[src/rtl/sonar_pkg.sv]
// Shared definitions for the multi-channel ultrasonic ranging controller.
package sonar_pkg;

  typedef enum logic [2:0] {
    ST_IDLE,
    ST_TRIG,
    ST_WAIT_RISE,
    ST_MEASURE,
    ST_DONE
  } state_t;

  localparam int unsigned DEF_CLK_HZ     = 50_000_000;
  localparam int unsigned DEF_CYC_PER_MM = 295;

  // Bits needed to hold an index 0..n-1 (at least one bit).
  function automatic int unsigned idx_w(input int unsigned n);
    return (n <= 2) ? 1 : $clog2(n);
  endfunction

endpackage

[src/rtl/sonar_ranging_array_echo_sync.sv]
// Parametrised N-bit two-flop synchroniser for the raw echo lines.
module echo_sync #(
  parameter int unsigned W = 1
) (
  input  logic         clk,
  input  logic         reset,
  input  logic [W-1:0] d,
  output logic [W-1:0] q
);

  logic [W-1:0] meta;

  // Two register stages; both edges see the same delay so width is preserved.
  always_ff @(posedge clk or posedge reset) begin
    if (reset) begin
      meta <= '0;
      q    <= '0;
    end else begin
      meta <= d;
      q    <= meta;
    end
  end

endmodule

[src/rtl/sonar_ranging_array.sv]
// Round-robin HC-SR04 style ranging controller: trigger, echo timing, result banks.
module sonar_ranging_array
  import sonar_pkg::*;
#(
  parameter int unsigned N_CH        = 4,
  parameter int unsigned DIST_W      = 12,
  parameter int unsigned SLOT_CYC    = 1250000,
  parameter int unsigned TRIG_CYC    = 500,
  parameter int unsigned CYC_PER_MM  = DEF_CYC_PER_MM,
  parameter int unsigned MAX_MM      = 4000,
  parameter int unsigned RISE_TO_CYC = 100000
) (
  input  logic                   clk,
  input  logic                   reset,
  input  logic                   enable,
  input  logic [N_CH-1:0]        echo,
  output logic [N_CH-1:0]        trig,
  output logic [N_CH*DIST_W-1:0] dist_mm,
  output logic [N_CH-1:0]        valid,
  output logic [N_CH-1:0]        no_echo,
  output logic [N_CH-1:0]        over_range,
  output logic                   upd,
  output logic [2:0]             upd_ch
);

  localparam int unsigned CH_W = idx_w(N_CH);
  localparam int unsigned SC_W = idx_w(SLOT_CYC);
  localparam int unsigned WC_W = idx_w(RISE_TO_CYC);
  localparam int unsigned PS_W = idx_w(CYC_PER_MM);

  state_t            state, state_d;
  logic [CH_W-1:0]   ch, ch_nx, ch_d;
  logic [SC_W-1:0]   sc;
  logic [WC_W-1:0]   wc;
  logic [PS_W-1:0]   ps;
  logic [DIST_W-1:0] mm;
  logic [N_CH-1:0]   echo_s, echo_p;
  logic              echo_cur, echo_rise, slot_end;
  logic              wr_c, wr_dist_c, meas_start_c;
  logic              res_valid_c, res_ne_c, res_over_c;
  logic [DIST_W-1:0] res_dist_c;

  echo_sync #(.W(N_CH)) u_sync (
    .clk   (clk),
    .reset (reset),
    .d     (echo),
    .q     (echo_s)
  );

  assign echo_cur  = echo_s[ch];
  assign echo_rise = echo_s[ch] & ~echo_p[ch];

  // State register.
  always_ff @(posedge clk or posedge reset) begin
    if (reset) state <= ST_IDLE;
    else       state <= state_d;
  end

  // Next state, slot-end handling and result-write decode.
  always_comb begin
    state_d      = state;
    wr_c         = 1'b0;
    wr_dist_c    = 1'b0;
    meas_start_c = 1'b0;
    res_dist_c   = mm;
    res_valid_c  = 1'b0;
    res_ne_c     = 1'b0;
    res_over_c   = 1'b0;
    slot_end     = (state != ST_IDLE) && (sc == SC_W'(SLOT_CYC - 1));
    ch_nx        = (ch == CH_W'(N_CH - 1)) ? '0 : ch + 1'b1;
    ch_d         = slot_end ? ch_nx : ch;

    case (state)
      ST_IDLE:  if (enable) state_d = ST_TRIG;
      ST_TRIG:  if (sc == SC_W'(TRIG_CYC - 1)) state_d = ST_WAIT_RISE;
      ST_WAIT_RISE: begin
        if (echo_rise) begin
          meas_start_c = 1'b1;
          state_d      = ST_MEASURE;
        end else if (wc == WC_W'(RISE_TO_CYC - 1)) begin
          wr_c     = 1'b1;
          res_ne_c = 1'b1;
          state_d  = ST_DONE;
        end
      end
      ST_MEASURE: begin
        if (!echo_cur) begin
          wr_c        = 1'b1;
          wr_dist_c   = 1'b1;
          res_valid_c = (mm < DIST_W'(MAX_MM));
          res_over_c  = (mm == DIST_W'(MAX_MM));
          state_d     = ST_DONE;
        end
      end
      ST_DONE:  state_d = ST_DONE;
      default:  state_d = ST_IDLE;
    endcase

    // Slot end wins over everything; an unfinished echo is reported as over-range.
    if (slot_end) begin
      if (state == ST_MEASURE) begin
        wr_c        = 1'b1;
        wr_dist_c   = 1'b1;
        res_dist_c  = DIST_W'(MAX_MM);
        res_valid_c = 1'b0;
        res_ne_c    = 1'b0;
        res_over_c  = 1'b1;
      end
      state_d = enable ? ST_TRIG : ST_IDLE;
    end
  end

  // Slot, channel, wait and distance counters.
  always_ff @(posedge clk or posedge reset) begin
    if (reset) begin
      sc     <= '0;
      ch     <= '0;
      wc     <= '0;
      ps     <= '0;
      mm     <= '0;
      echo_p <= '0;
    end else begin
      echo_p <= echo_s;
      if (state != ST_IDLE) sc <= slot_end ? '0 : sc + 1'b1;
      if (slot_end) ch <= ch_nx;
      if (state == ST_WAIT_RISE) wc <= wc + 1'b1;
      else                       wc <= '0;
      if (meas_start_c) begin
        // The cycle that reveals the rise is itself an echo-high cycle.
        if (CYC_PER_MM == 1) begin
          ps <= '0;
          mm <= DIST_W'(1);
        end else begin
          ps <= PS_W'(1);
          mm <= '0;
        end
      end else if (state == ST_MEASURE && echo_cur) begin
        if (ps == PS_W'(CYC_PER_MM - 1)) begin
          ps <= '0;
          if (mm != DIST_W'(MAX_MM)) mm <= mm + 1'b1;
        end else begin
          ps <= ps + 1'b1;
        end
      end
    end
  end

  // Trigger lines and per-channel result banks.
  always_ff @(posedge clk or posedge reset) begin
    if (reset) begin
      trig       <= '0;
      dist_mm    <= '0;
      valid      <= '0;
      no_echo    <= '0;
      over_range <= '0;
      upd        <= 1'b0;
      upd_ch     <= '0;
    end else begin
      upd <= wr_c;
      if (wr_c) upd_ch <= 3'(ch);
      for (int k = 0; k < int'(N_CH); k++) begin
        trig[k] <= (state_d == ST_TRIG) && (ch_d == CH_W'(k));
        if (wr_c && ch == CH_W'(k)) begin
          valid[k]      <= res_valid_c;
          no_echo[k]    <= res_ne_c;
          over_range[k] <= res_over_c;
          if (wr_dist_c) dist_mm[k*DIST_W +: DIST_W] <= res_dist_c;
        end
      end
    end
  end

endmodule

[config.mk]
export PLATFORM = sky130hd
export DESIGN_NAME = sonar_ranging_array
export DESIGN_NICKNAME = d
export VERILOG_FILES = /design/src/rtl/sonar_pkg.sv /design/src/rtl/sonar_ranging_array_echo_sync.sv /design/src/rtl/sonar_ranging_array.sv
export SDC_FILE = /design/constraint.sdc
export NUM_CORES = 1
export LEC_CHECK = 0
export CORE_MARGIN = 2
export CORE_UTILIZATION = 38
export CTS_BUF_LIST = sky130_fd_sc_hd__clkbuf_2 sky130_fd_sc_hd__clkbuf_4 sky130_fd_sc_hd__clkbuf_8
export DETAILED_ROUTE_END_ITERATION = 10
export DONT_BUFFER_PORTS = 1
export GPL_ROUTABILITY_DRIVEN = 0
export GPL_TIMING_DRIVEN = 0
export SYNTH_ARGS = -nofsm -noshare
export SYNTH_HDL_FRONTEND = slang
export SYNTH_HIERARCHICAL = 1
export SYNTH_SLANG_ARGS = --single-unit
[constraint.sdc]
create_clock -name clk -period 8.3 [get_ports clk]
set_input_delay 0.83 -clock clk [delete_from_list [all_inputs] [get_ports clk]]
set_output_delay 0.83 -clock clk [all_outputs]
set_load 0.02 [all_outputs]
### After elaboration in Yosys (flattened, before gate mapping)

Index checks and enable logic that the tools add are counted.
Widths: inputs -> output; s select.

* bits of input ports: 7
* logic and storage cells: 123
* output and inout bits: 68
* register bits: 143

* reductions and logical operators: 22
* $lt $le $gt $ge: 2
* muxes and demuxes: 47
* bitwise logic cells: 2
* eq/ne operators: 17
* add/sub/neg operators: 5

Operators with widths (number)
* $mux 12: 6
* $mux 9: 3
* $mux 1: 24
* $add 21x1->21 const B: 1
* $eq 21x21->1 const B: 1
* $eq 21x9->1 const B: 1
* $mux 21: 1
* $mux 3: 6
* $add 17x1->17 const B: 1
* $eq 17x17->1 const B: 1
* $mux 17: 1
* $pmux 3 s5: 1
* $add 12x1->12 const B: 1
* $eq 12x12->1 const B: 1
* $lt 12x12->1 const B: 1
* $ne 12x12->1 const B: 1
* $logic_and 1x1->1: 10
* $add 9x1->9 const B: 1
* $eq 9x9->1 const B: 1
* $eq 2x2->1 const B: 4
* $reduce_and 2->1: 4
* $eq 3x1->1 const B: 2
* $eq 3x2->1 const B: 2
* $reduce_bool 2->1: 3
* other kinds (13): 17

### Longest topological paths before layout

Gate-level depths: netlist of the first run.

* word-level depth: 10
* mapped depth: 9
* gate-level depth less buffers: 8

### By module

The synthesis of the first run kept the hierarchy.

Modules (own cells, without submodules)
* sonar_ranging_array: cells each 530, instances 1, area each 6169.7 um^2
* echo_sync: cells each 9, instances 1, area each 203.9 um^2

### Worst setup path before layout of the first run

OpenSTA, ideal clock, no wires.

* path kind: reg2reg
* start point: register sc[14]
* end point: register dist_mm[21]
* arrival: 2.240 ns
* cell stages (with the launch flop): 8
* period minus slack after synthesis: 2.367 ns
* path slack: 5.933 ns
* data required time: 8.172 ns
* cells stage by stage: dfrtp_1 or4_4 nor4_4 nand3_2 a21oi_4 nand2_4 buf_6 mux2_1

* cells in the longest elaborated chain, start to end: 5
* elaborated cells between the ends (all ways): 7

RTL lines
* start, declared: line sonar_ranging_array.sv:33 `logic [SC_W-1:0] sc;`
* start signal, assigned: line sonar_ranging_array.sv:124 `if (state != ST_IDLE) sc <= slot_end ? '0 : sc + 1'b1;`
* $eq 21x21->1 *: line sonar_ranging_array.sv:69 `slot_end = (state != ST_IDLE) && (sc == SC_W'(SLOT_CYC - 1));`
* $logic_and 1x1->1 *: line sonar_ranging_array.sv:69
* $mux 1: line sonar_ranging_array.sv:100 `if (slot_end) begin`
* $logic_and 1x1->1: line sonar_ranging_array.sv:163 `if (wr_c && ch == CH_W'(k)) begin`
* $reduce_and 2->1 (no source line)
* end signal, assigned by index: line sonar_ranging_array.sv:167 `if (wr_dist_c) dist_mm[k*DIST_W +: DIST_W] <= res_dist_c;`
* end, declared: line sonar_ranging_array.sv:18 `output logic [N_CH*DIST_W-1:0] dist_mm,`

Every way passes the cells marked *; elsewhere a longest branch is shown, timed or not.
A chain may end at the register's enable or synchronous reset.

### Worst setup path in the final report of the first run

Same ends and word-level chain as after synthesis.

==> impl_metrics.json, run 1 <==
{
  "status": "completed",
  "place_inst": 760,
  "synthTopCellsByArea": "dfrtp_1, mux2_2, nor2_1",
  "drt-pass1-iter-count": 4,
  "synth_warnings": 6,
  "pre_cts_ws_ps": 5600,
  "n_fill_cell": 1552,
  "required_ps": 8640,
  "end_kind": "register",
  "die_height_um": 134,
  "cts_hold_buf": 0,
  "first_global_vias": 4194,
  "synthesis.instances": 539,
  "cap_violations": 0,
  "numPortBuffers": 0,
  "post-route-min-period_ps": 2680,
  "die_x_um": 134,
  "yosys.area.top_type": "dfrtp_1",
  "path_depth": 7,
  "htreeDepth": 4,
  "max_freq_mhz": 373,
  "start_util_pct": 38.7,
  "synth_flop_cell": "dfrtp_1",
  "ys_seq_area_share_pct": 56.1,
  "worst_slew_pin_slew_ps": 574,
  "avgSynthCellArea_sq_um": 11.8,
  "final_nets": 576,
  "final_area_sq_um": 7170,
  "drt.antenna.violating_nets": 0,
  "root_buffer": "clkbuf_8",
  "crit_family": "simple AND/OR/NAND/NOR gates",
  "drc": 0,
  "synth_top_area_share_pct": 56.1,
  "core_sq_um": 16500,
  "io_pins": 75,
  "grt_max_degree": 76,
  "skew_ps": 10.3,
  "wl_per_cell_um": 16.9,
  "clock_sinks": 143,
  "antenna_found_initial": 1,
  "p_per_area_nw_per_um2": 207,
  "peakVddDrop_v": 0.000125,
  "cpMaxStageDelayCell": "or4_4",
  "fin_tns_setup_ps": 0,
  "fin_cells": 792,
  "row_count": 47,
  "clk_latency_ps": 460,
  "relSlewSlack_pct": 61.8,
  "clk_pin_slew_ps": 80,
  "synth_cell_types": 62,
  "hold_viol_final": 0,
  "ys_seq_elements": 143,
  "multi_input_area_sq_um": 2640,
  "final-setup-viol-count": 0,
  "critPathMaxFanout": 10,
  "drive_above_1_share_pct": 20.5,
  "cts_tree": "done",
  "slew_viol_final": 0,
  "register_area_sq_um": 3580,
  "leakagePower_uw": 0.00336,
  "synth_area_sq_um": 6370,
  "dp_hpwl_um": 9380,
  "via_per_inst": 5.23,
  "place_area_sq_um": 6680,
  "setup_ws_ps": 5620,
  "area_delta_synth_final_pct": 12.6,
  "rsz0062_at_grt": "no",
  "drt-total-wl_um": 13400,
  "track_usage_pct": 15.8,
  "cts_buffers": 17,
  "hp-class": "input port to asynchronous set/reset pin",
  "critPathMaxStageDelay_ps": 580,
  "finalCritPeriodShare_pct": 32.3,
  "crit_arrival_ps": 3020,
  "startpoint_type": "register",
  "drt_iter0_markers": 228,
  "synth_edf_count": 0,
  "crit_chain": "or4_4 -> nor4_4 -> nand3_2 -> a21oi_4 -> nand2_4 -> buf_6 -> mux2_1",
  "grt_first_pass_wirelength_um": 22000,
  "cts_setup_buffers": 0,
  "path_class": "register to register",
  "clk_path_buf_depth": 2,
  "cts_resized": 0,
  "grt.overflow.total": 0,
  "crit_buf_inv": 1,
  "ys_async_sr_fraction_pct": 100,
  "die-area_sq_um": 17800,
  "syn_nets": 556,
  "r2r_cells": 7,
  "via_count": 4144
}
[report_power, final]
group          switching (uW)  internal, uW
Sequential               27.8           718
Combinational            40.9          28.2
Clock                     260           413
[cell families after synthesis]
kind of cell	count (synthesis)	synth area share, %
AOI/OAI and AO/OA	41	4.48
xor gates and xnor gates	45	6.18
adders and majority gates	10	1.96
buffers and inverters	31	2.43
DFF	143	56.1
muxes	59	11.0
other	1	0.0588
and+or+nand+nor	209	17.7
[path summary, 6_finish.rpt]
path | startpoint | endpoint | slack, ps
max | sc[14] | dist_mm[21] | 5620
min reg2reg | u_sync/meta[0] | u_sync/q[0] | 350
max reg2reg | sc[14] | dist_mm[21] | 5620
min | reset | u_sync/meta[1] | 180
max in group asynchronous | reset | wc[6] | 7250
min in group clk | u_sync/meta[0] | u_sync/q[0] | 350
[routing by layer]
metal / up-vias / part of all wire (%) / global-route usage [%]
met5: - / 0 / 0
met3: 16 / 6.8 / 5.97
li1: 1921 / - / -
met4: 0 / 1.1 / 4.79
met2: 101 / 48 / 24.8
met1: 2106 / 44 / 20.3
[placed cells by master, fill, tap and decap left out, drive strengths merged, types with 4 or more instances in the layout]
master,instances
a21oi,8
a22o,4
and3,9
and4,4
buf,9
bufinv,6
clkbuf,28
dfrtp,143
ha,10
inv,16
mux2,55
nand2,31
nand3,22
nand4,19
nor2,65
nor2b,8
nor3,13
nor4,5
o21ai,15
o2bb2ai,4
or2,7
or3,7
xnor2,23
xor2,22
[sequential cells by signal, indices dropped and copies added (netlist names)]
register     flops
valid            4
sc              21
no_echo          4
upd              1
ps               9
state            3
wc              17
trig             4
over_range       4
ch               2
echo_p           4
mm              12
u_sync/q         4
dist_mm         48
upd_ch           2
u_sync/meta      4
[cells in the mapped netlist (all sizes together), types with 2 or more instances]
| cell | instances |
|---|---|
| or4 | 3 |
| nor2b | 8 |
| a21oi | 8 |
| nor4b | 2 |
| nor2 | 65 |
| o21ai | 15 |
| nor3b | 2 |
| clkbuf | 7 |
| mux2 | 55 |
| a22o | 4 |
| nor3 | 13 |
| buf | 8 |
| mux4 | 2 |
| inv | 16 |
| or2 | 7 |
| dfrtp | 143 |
| nand2b | 3 |
| nand4 | 19 |
| xor2 | 22 |
| nand3 | 22 |
| o2bb2ai | 4 |
| or3 | 7 |
| and4 | 4 |
| nor4 | 5 |
| nand2 | 31 |
| xnor2 | 23 |
| and3 | 9 |
| mux2i | 2 |
| ha | 10 |
[area by class of cell]
cell class              instances  area share (%)
diodes                          1          0.0349
plain buffers                  15            1.33
clock buffers                  21            3.94
clock inverters                10            2.90
inverters                      16           0.907
multi-input cells             365            36.8
flip-flops and latches        143            49.9
well taps                     220            3.84
repair buffers                  1           0.384
[stage by stage]
step	power, uW	util [%]	hold slack [ps]
6_report	1490	43.6	185
3_3_place_gp	825	40.4	338
5_1_grt	1550	43.6	186
4_1_cts	1510	43.6	159
2_1_floorplan	809	-	331
3_5_place_dp	830	40.6	336
(Power assumes the default switching activity.)
==> run 2: changes to the inputs <==
clock period = 2.3 ns   (was 8.3 ns; I/O delays follow)
==> run 2 against run 1 <==
  * The flow now finishes with violations (negative setup slack)
  * Combinational power rose to 4.2 times the previous value
  * Die area did not move
  * Sequential share of layout area decreased by 4.1 points
  * First-iteration DRC count increased by 6.1%
  * Maximum frequency rose by 11%
  * Cell count increased by 3.7%
  * Flip-flop and latch count is the same
  * Via count up 2.1%
  * Largest cell class unchanged
==> impl_metrics.json, run 2 (same netlist as run 1, synthesis figures left out) <==
{
  "status": "finished, violations left",
  "violations": "negative setup slack",
  "crit_arrival_ps": 2730,
  "crit_chain": "or4_4 -> nor4_4 -> buf_4 -> nand3_4 -> a21oi_4 -> buf_12 -> nand2_4 -> buf_12 -> mux2_2",
  "path_common_cell": "buf_12",
  "cts_tree": "done",
  "drt-total-wl_um": 14000,
  "critPathMaxFanout": 10,
  "cts_buffers": 17,
  "skew_ps": 10.7,
  "die_height_um": 134,
  "final_cell_mix": "dfrtp_1, nor2_1, mux2_2, nand2_1, xnor2_1",
  "r2r-start": "sc[15]",
  "final_util_pct": 47.4,
  "htreeDepth": 4,
  "top_regs": "dist_mm x48, sc x21, wc x17",
  "path_class": "register to register",
  "row_count": 47,
  "startpoint": "sc[15]",
  "hp-class": "input port to register",
  "drive_above_1_share_pct": 29.0,
  "finalCritPeriodShare_pct": 105,
  "clk_pin_slew_ps": 70,
  "core_sq_um": 16500,
  "cap_violations": 0,
  "register_area_sq_um": 3580,
  "io_pins": 75,
  "setup_ws_ps": -105,
  "required_ps": 2630,
  "final_common_cell": "dfrtp_1",
  "top_register": "dist_mm",
  "grt_first_pass_wirelength_um": 22300,
  "relSlewSlack_pct": 45.5,
  "leakagePower_uw": 0.00360,
  "root_buffer": "clkbuf_8",
  "numPortBuffers": 0,
  "grt.overflow.total": 0,
  "p_per_area_nw_per_um2": 720,
  "drc": 0,
  "wl_per_cell_um": 17.1,
  "dp_hpwl_um": 9500,
  "final_nets": 604,
  "clock_sinks": 143,
  "p_sw_uw": 1210,
  "die-area_sq_um": 17800,
  "p_seq_share_pct": 47.9,
  "multi_input_area_sq_um": 2850,
  "start_util_pct": 38.7,
  "worst_slew_pin_slew_ps": 816,
  "clk_latency_ps": 440,
  "first_global_vias": 4231,
  "largest_reg_flops": 48,
  "die_x_um": 134,
  "intPower_uw": 4410,
  "area_delta_synth_final_pct": 22.5,
  "post-route-min-period_ps": 2400,
  "clk_path_buf_depth": 2,
  "n_fill_cell": 1460,
  "drt.antenna.violating_nets": 0,
  "swShare_pct": 21.5,
  "critPathMaxStageDelay_ps": 560,
  "max_freq_mhz": 416,
  "fin_cells": 821,
  "antenna_found_initial": 2,
  "total_power_uw": 5620,
  "place_inst": 762,
  "final-setup-viol-count": 51,
  "drt_iter0_markers": 242,
  "drt-pass1-iter-count": 5,
  "hold_start": "enable",
  "track_usage_pct": 15.9,
  "hold_viol_final": 0,
  "grt_max_degree": 40,
  "slew_viol_final": 0,
  "cpMaxStageDelayCell": "or4_4",
  "via_count": 4229,
  "rsz0062_at_grt": "yes",
  "end_kind": "register",
  "p_clk_share_pct": 46.9,
  "p_comb_share_pct": 5.2,
  "via_per_inst": 5.15,
  "startpoint_type": "register",
  "peakVddDrop_v": 0.000516
}
run 2: changes by cell type in the layout (fill, tap and decap cells not counted), moves of 5 or more:
cell,change
nor3_2,+7
nor2_1,-5
dlygate4sd3_1,+5
clkbuf_1,-5
buf_12,+8
buf_4,+17
nor3_1,-7
run 2: final cells by class:
type,count,area share (%)
Inverter,16,0.817
Sequential cell,143,45.8
Timing Repair Buffer,32,4.74
Clock inverter,11,3.30
Clock buffer,21,3.54
Multi-Input combinational cell,365,36.5
Buffer,12,1.67
Tap cell,220,3.53
Antenna cell,1,0.0320
run 2: metal layers:
metal / routed length (um) / track usage, % / up-vias
met1: 6400 / 21.2 / 2126
met2: 6600 / 24.7 / 100
met3: 816 / 5.14 / 15
li1: - / - / 1988
met4: 197 / 5.32 / 0
met5: 0 / 0 / -
run 2: metrics by stage:
stage               area, sq um  TNS [ps]  hold slack, ps  setup slack (ps)
finish                     7810     -3260             143              -105
global route               7810     -8310             149              -181
CTS                        7460     -5360             200              -177
detailed placement         6710    -18870            72.6              -383
global placement           6650    -50960            65.9              -349
floorplan                  6380      -300            45.7             -42.5
run 2: power groups by stage:
stage	sequential [uW]	clock, uW	combinational [uW]
after global placement	2730	0	242
after CTS	2690	2690	279
after detailed placement	2740	0	266
after global routing	2700	2800	329
after floorplan	2720	0	204
final	2690	2640	290
run 2: timing repair:
item                                    4_1_cts  5_1_grt
gates cloned                                  0        3
resized for setup                            26       39
pin swaps                                     4       13
buffers inserted                              8       13
hold buffers                                  5        0
hold endpoints to repair                     47        0
endpoints found under the setup margin       78       85
run 2: critical path: cells and delay by family, from the launching register on:
kind            cells  cell delay (ps)
compound gates      1              180
simple gates        4              910
buf+inv             3              540
mux                 1              270
flops               1              380
run 2: final timing paths:
| kind | depth (start not counted) | slack, ps | end |
|---|---|---|---|
| max in group asynchronous | 5 | 720 | wc[9] |
| worst min-delay path | 2 | 140 | state[0] |
| worst min register to register | 0 | 350 | u_sync/q[1] |
| worst max register to register | 9 | -100 | dist_mm[24] |
| worst max-delay path | 9 | -100 | dist_mm[24] |
| min in group asynchronous | 2 | 230 | u_sync/meta[3] |
==> run 3: changes to the inputs <==
SYNTH_HIERARCHICAL = unset   (was 1)
==> run 3 against run 2 <==
  * The run now ends clean
  * Via count rose by 3.4%
  * Clock power fell by 20%
  * Cell count rose by 3.2%
  * Combinational power fell by 4%
  * Global-route usage rose by 0.15 points
  * Critical path type unchanged
  * Largest cell class unchanged
==> impl_metrics.json, run 3 <==
{
  "drc": 0,
  "ys_seq_elements": 143,
  "r2r_end": "valid[1]",
  "post-route-min-period_ps": 2280,
  "final_nets": 635,
  "yosys.area.top_type": "dfrtp_1",
  "grt_max_degree": 43,
  "ys_async_sr_fraction_pct": 100,
  "crit_family": "multiplexers",
  "synth_edf_count": 0,
  "whs_path_depth": 2,
  "final_cell_mix": "dfrtp_1, nand2_1, nor2_1, o21ai_0, xor2_1",
  "via_per_inst": 5.16,
  "cts_tree": "done",
  "dp_hpwl_um": 9750,
  "drt-pass1-iter-count": 4,
  "antenna_cells": 0,
  "status": "completed",
  "synth_flop_cell": "dfrtp_1",
  "end_kind": "register",
  "swShare_pct": 26.6,
  "rsz0062_at_grt": "yes",
  "cts_buffers": 17,
  "crit_chain": "mux4_2 -> nor2b_4 -> nor3_4 -> or3_1 -> buf_6 -> nand2_2 -> mux2_4",
  "avgSynthCellArea_sq_um": 10.7,
  "io_pins": 75,
  "synth_area_sq_um": 6180,
  "root_buffer": "clkbuf_8",
  "drt.antenna.violating_nets": 0,
  "core_sq_um": 15900,
  "start_util_pct": 38.9,
  "die-area_sq_um": 17300,
  "clk_pin_slew_ps": 90,
  "path_class": "register to register",
  "crit_arrival_ps": 2640,
  "critPathMaxFanout": 7,
  "drt-total-wl_um": 13400,
  "track_usage_pct": 16.1,
  "worst_slew_pin_slew_ps": 607,
  "syn_nets": 597,
  "path_depth": 7,
  "row_count": 46,
  "synth_common_cells": "dfrtp_1, nand2_1, nor2_1",
  "synthesis.instances": 580,
  "critPathMaxStageDelay_ps": 610,
  "intPower_uw": 3720,
  "leakagePower_uw": 0.00322,
  "relSlewSlack_pct": 59.5,
  "largest_reg_flops": 48,
  "first_global_vias": 4267,
  "grt_first_pass_wirelength_um": 22200,
  "top_regs": "dist_mm x48, sc x21, wc x17",
  "synth_warnings": 0,
  "area_delta_synth_final_pct": 17.0,
  "skew_ps": 20.8,
  "antenna_found_initial": 0,
  "synth_cell_types": 61,
  "clk_latency_ps": 470,
  "p_comb_share_pct": 5.5,
  "htreeDepth": 4,
  "r2r_cells": 7,
  "drt_iter0_markers": 199,
  "required_ps": 2660,
  "final-setup-viol-count": 0,
  "yosysMostFrequentCell": "dfrtp_1",
  "wl_per_cell_um": 15.8,
  "grt.overflow.total": 0,
  "slew_viol_final": 0,
  "finalCritPeriodShare_pct": 99.1,
  "startpoint_type": "register",
  "crit_buf_inv": 1,
  "place_inst": 800,
  "drive_above_1_share_pct": 16.5,
  "hold_start": "enable",
  "r2r_slack_ps": 20,
  "top_register": "dist_mm",
  "r2r-start": "ch[0]",
  "numPortBuffers": 0,
  "p_per_area_nw_per_um2": 703,
  "p_sw_uw": 1350,
  "hp-class": "input port to register",
  "synth_top_area_share_pct": 57.9,
  "die_x_um": 131,
  "final_common_cell": "dfrtp_1",
  "max_freq_mhz": 439,
  "p_seq_share_pct": 52.9,
  "via_count": 4373,
  "peakVddDrop_v": 0.000348,
  "hold_viol_final": 0,
  "clock_sinks": 143,
  "synthTopCellsByArea": "dfrtp_1, nand2_1, xor2_1",
  "clk_path_buf_depth": 2,
  "p_clk_share_pct": 41.6,
  "cap_violations": 0,
  "min_to": "state[0]",
  "ys_seq_area_share_pct": 57.9,
  "die_height_um": 131,
  "fin_cells": 847,
  "fin_tns_setup_ps": 0,
  "cpMaxStageDelayCell": "mux4_2"
}
## run 3: cell types whose count changed in the layout (fill, tap and decap cells not counted), moves of 6 or more
| cell | before | now |
|---|---|---|
| bufinv_16 | 8 | 2 |
| o21ai_0 | 11 | 54 |
| mux2_2 | 48 | 1 |
| xnor2_1 | 23 | 15 |
| nand2_1 | 27 | 81 |
| buf_4 | 19 | 11 |
| xor2_1 | 22 | 32 |
| nor2b_1 | 8 | 1 |
## run 3: through the flow
stage	total power, uW	setup WS, ps	utilization, %	hold WS, ps	area [sq um]
2_1_floorplan	2910	80.3	-	261	6180
3_3_place_gp	2960	-349	40.6	261	6450
3_5_place_dp	2990	-316	41.2	175	6540
6_report	5080	21.6	45.5	156	7230
4_1_cts	5120	2.53	44.6	198	7090
5_1_grt	5300	-68.7	45.5	157	7230
## run 3: cell type report
class | count | area (sq um)
fillers | 1509 | 8660
flip-flops and latches | 143 | 3580
multi-input cells | 405 | 2580
well taps | 216 | 270
clock buffers | 17 | 234
repair buffers | 19 | 213
clock inverters | 15 | 195
plain buffers | 16 | 88.8
inverters | 16 | 63.8
## run 3: worst max-delay path by stage
stage	slack [ps]	from	endpoint
after floorplan	80	ch[0]	valid[0]
after global placement	-350	reset	wc[10]
after detailed placement	-320	ch[0]	trig[2]
after CTS	3	ch[0]	trig[2]
after global routing	-70	wc[0]	trig[2]
final	20	ch[0]	valid[1]
## run 3: kinds of logic (layout without fill, tap and decap cells)
| group | after synthesis | count (layout) | share of synthesized area (%) |
|---|---|---|---|
| AOI/OAI and AO/OA | 83 | 83 | 7.94 |
| xor gates and xnor gates | 47 | 47 | 6.66 |
| adders and majority gates | 10 | 10 | 2.03 |
| buffers and inverters | 32 | 83 | 2.29 |
| DFF | 143 | 143 | 57.9 |
| muxes | 11 | 11 | 2.45 |
| other | 1 | 1 | 0.0607 |
| and+or+nand+nor | 253 | 253 | 20.6 |
## run 3: power groups by stage
stage / Sequential (uW) / Combinational (uW) / Clock (uW)
2_1_floorplan: 2710 / 202 / 0
3_3_place_gp: 2720 / 237 / 0
3_5_place_dp: 2730 / 262 / 0
4_1_cts: 2680 / 279 / 2160
5_1_grt: 2700 / 322 / 2280
6_report: 2680 / 278 / 2110
## run 3: routing by layer
layer  global-route usage [%]  wire length [um]  up-vias
li1                         -                 -     2079
met5                        0                 0        -
met2                     25.7              6330      100
met3                     4.94               783       13
met4                     5.92               170        0
met1                     20.6              6140     2181
## run 3: what timing repair did
| item | CTS | global route |
|---|---|---|
| buffers inserted | 3 | 7 |
| gates resized for setup | 11 | 27 |
| hold endpoints to repair | 22 | 0 |
| hold buffers | 5 | 0 |
| pin swaps | 1 | 5 |
| endpoints found under the setup margin | 70 | 79 |
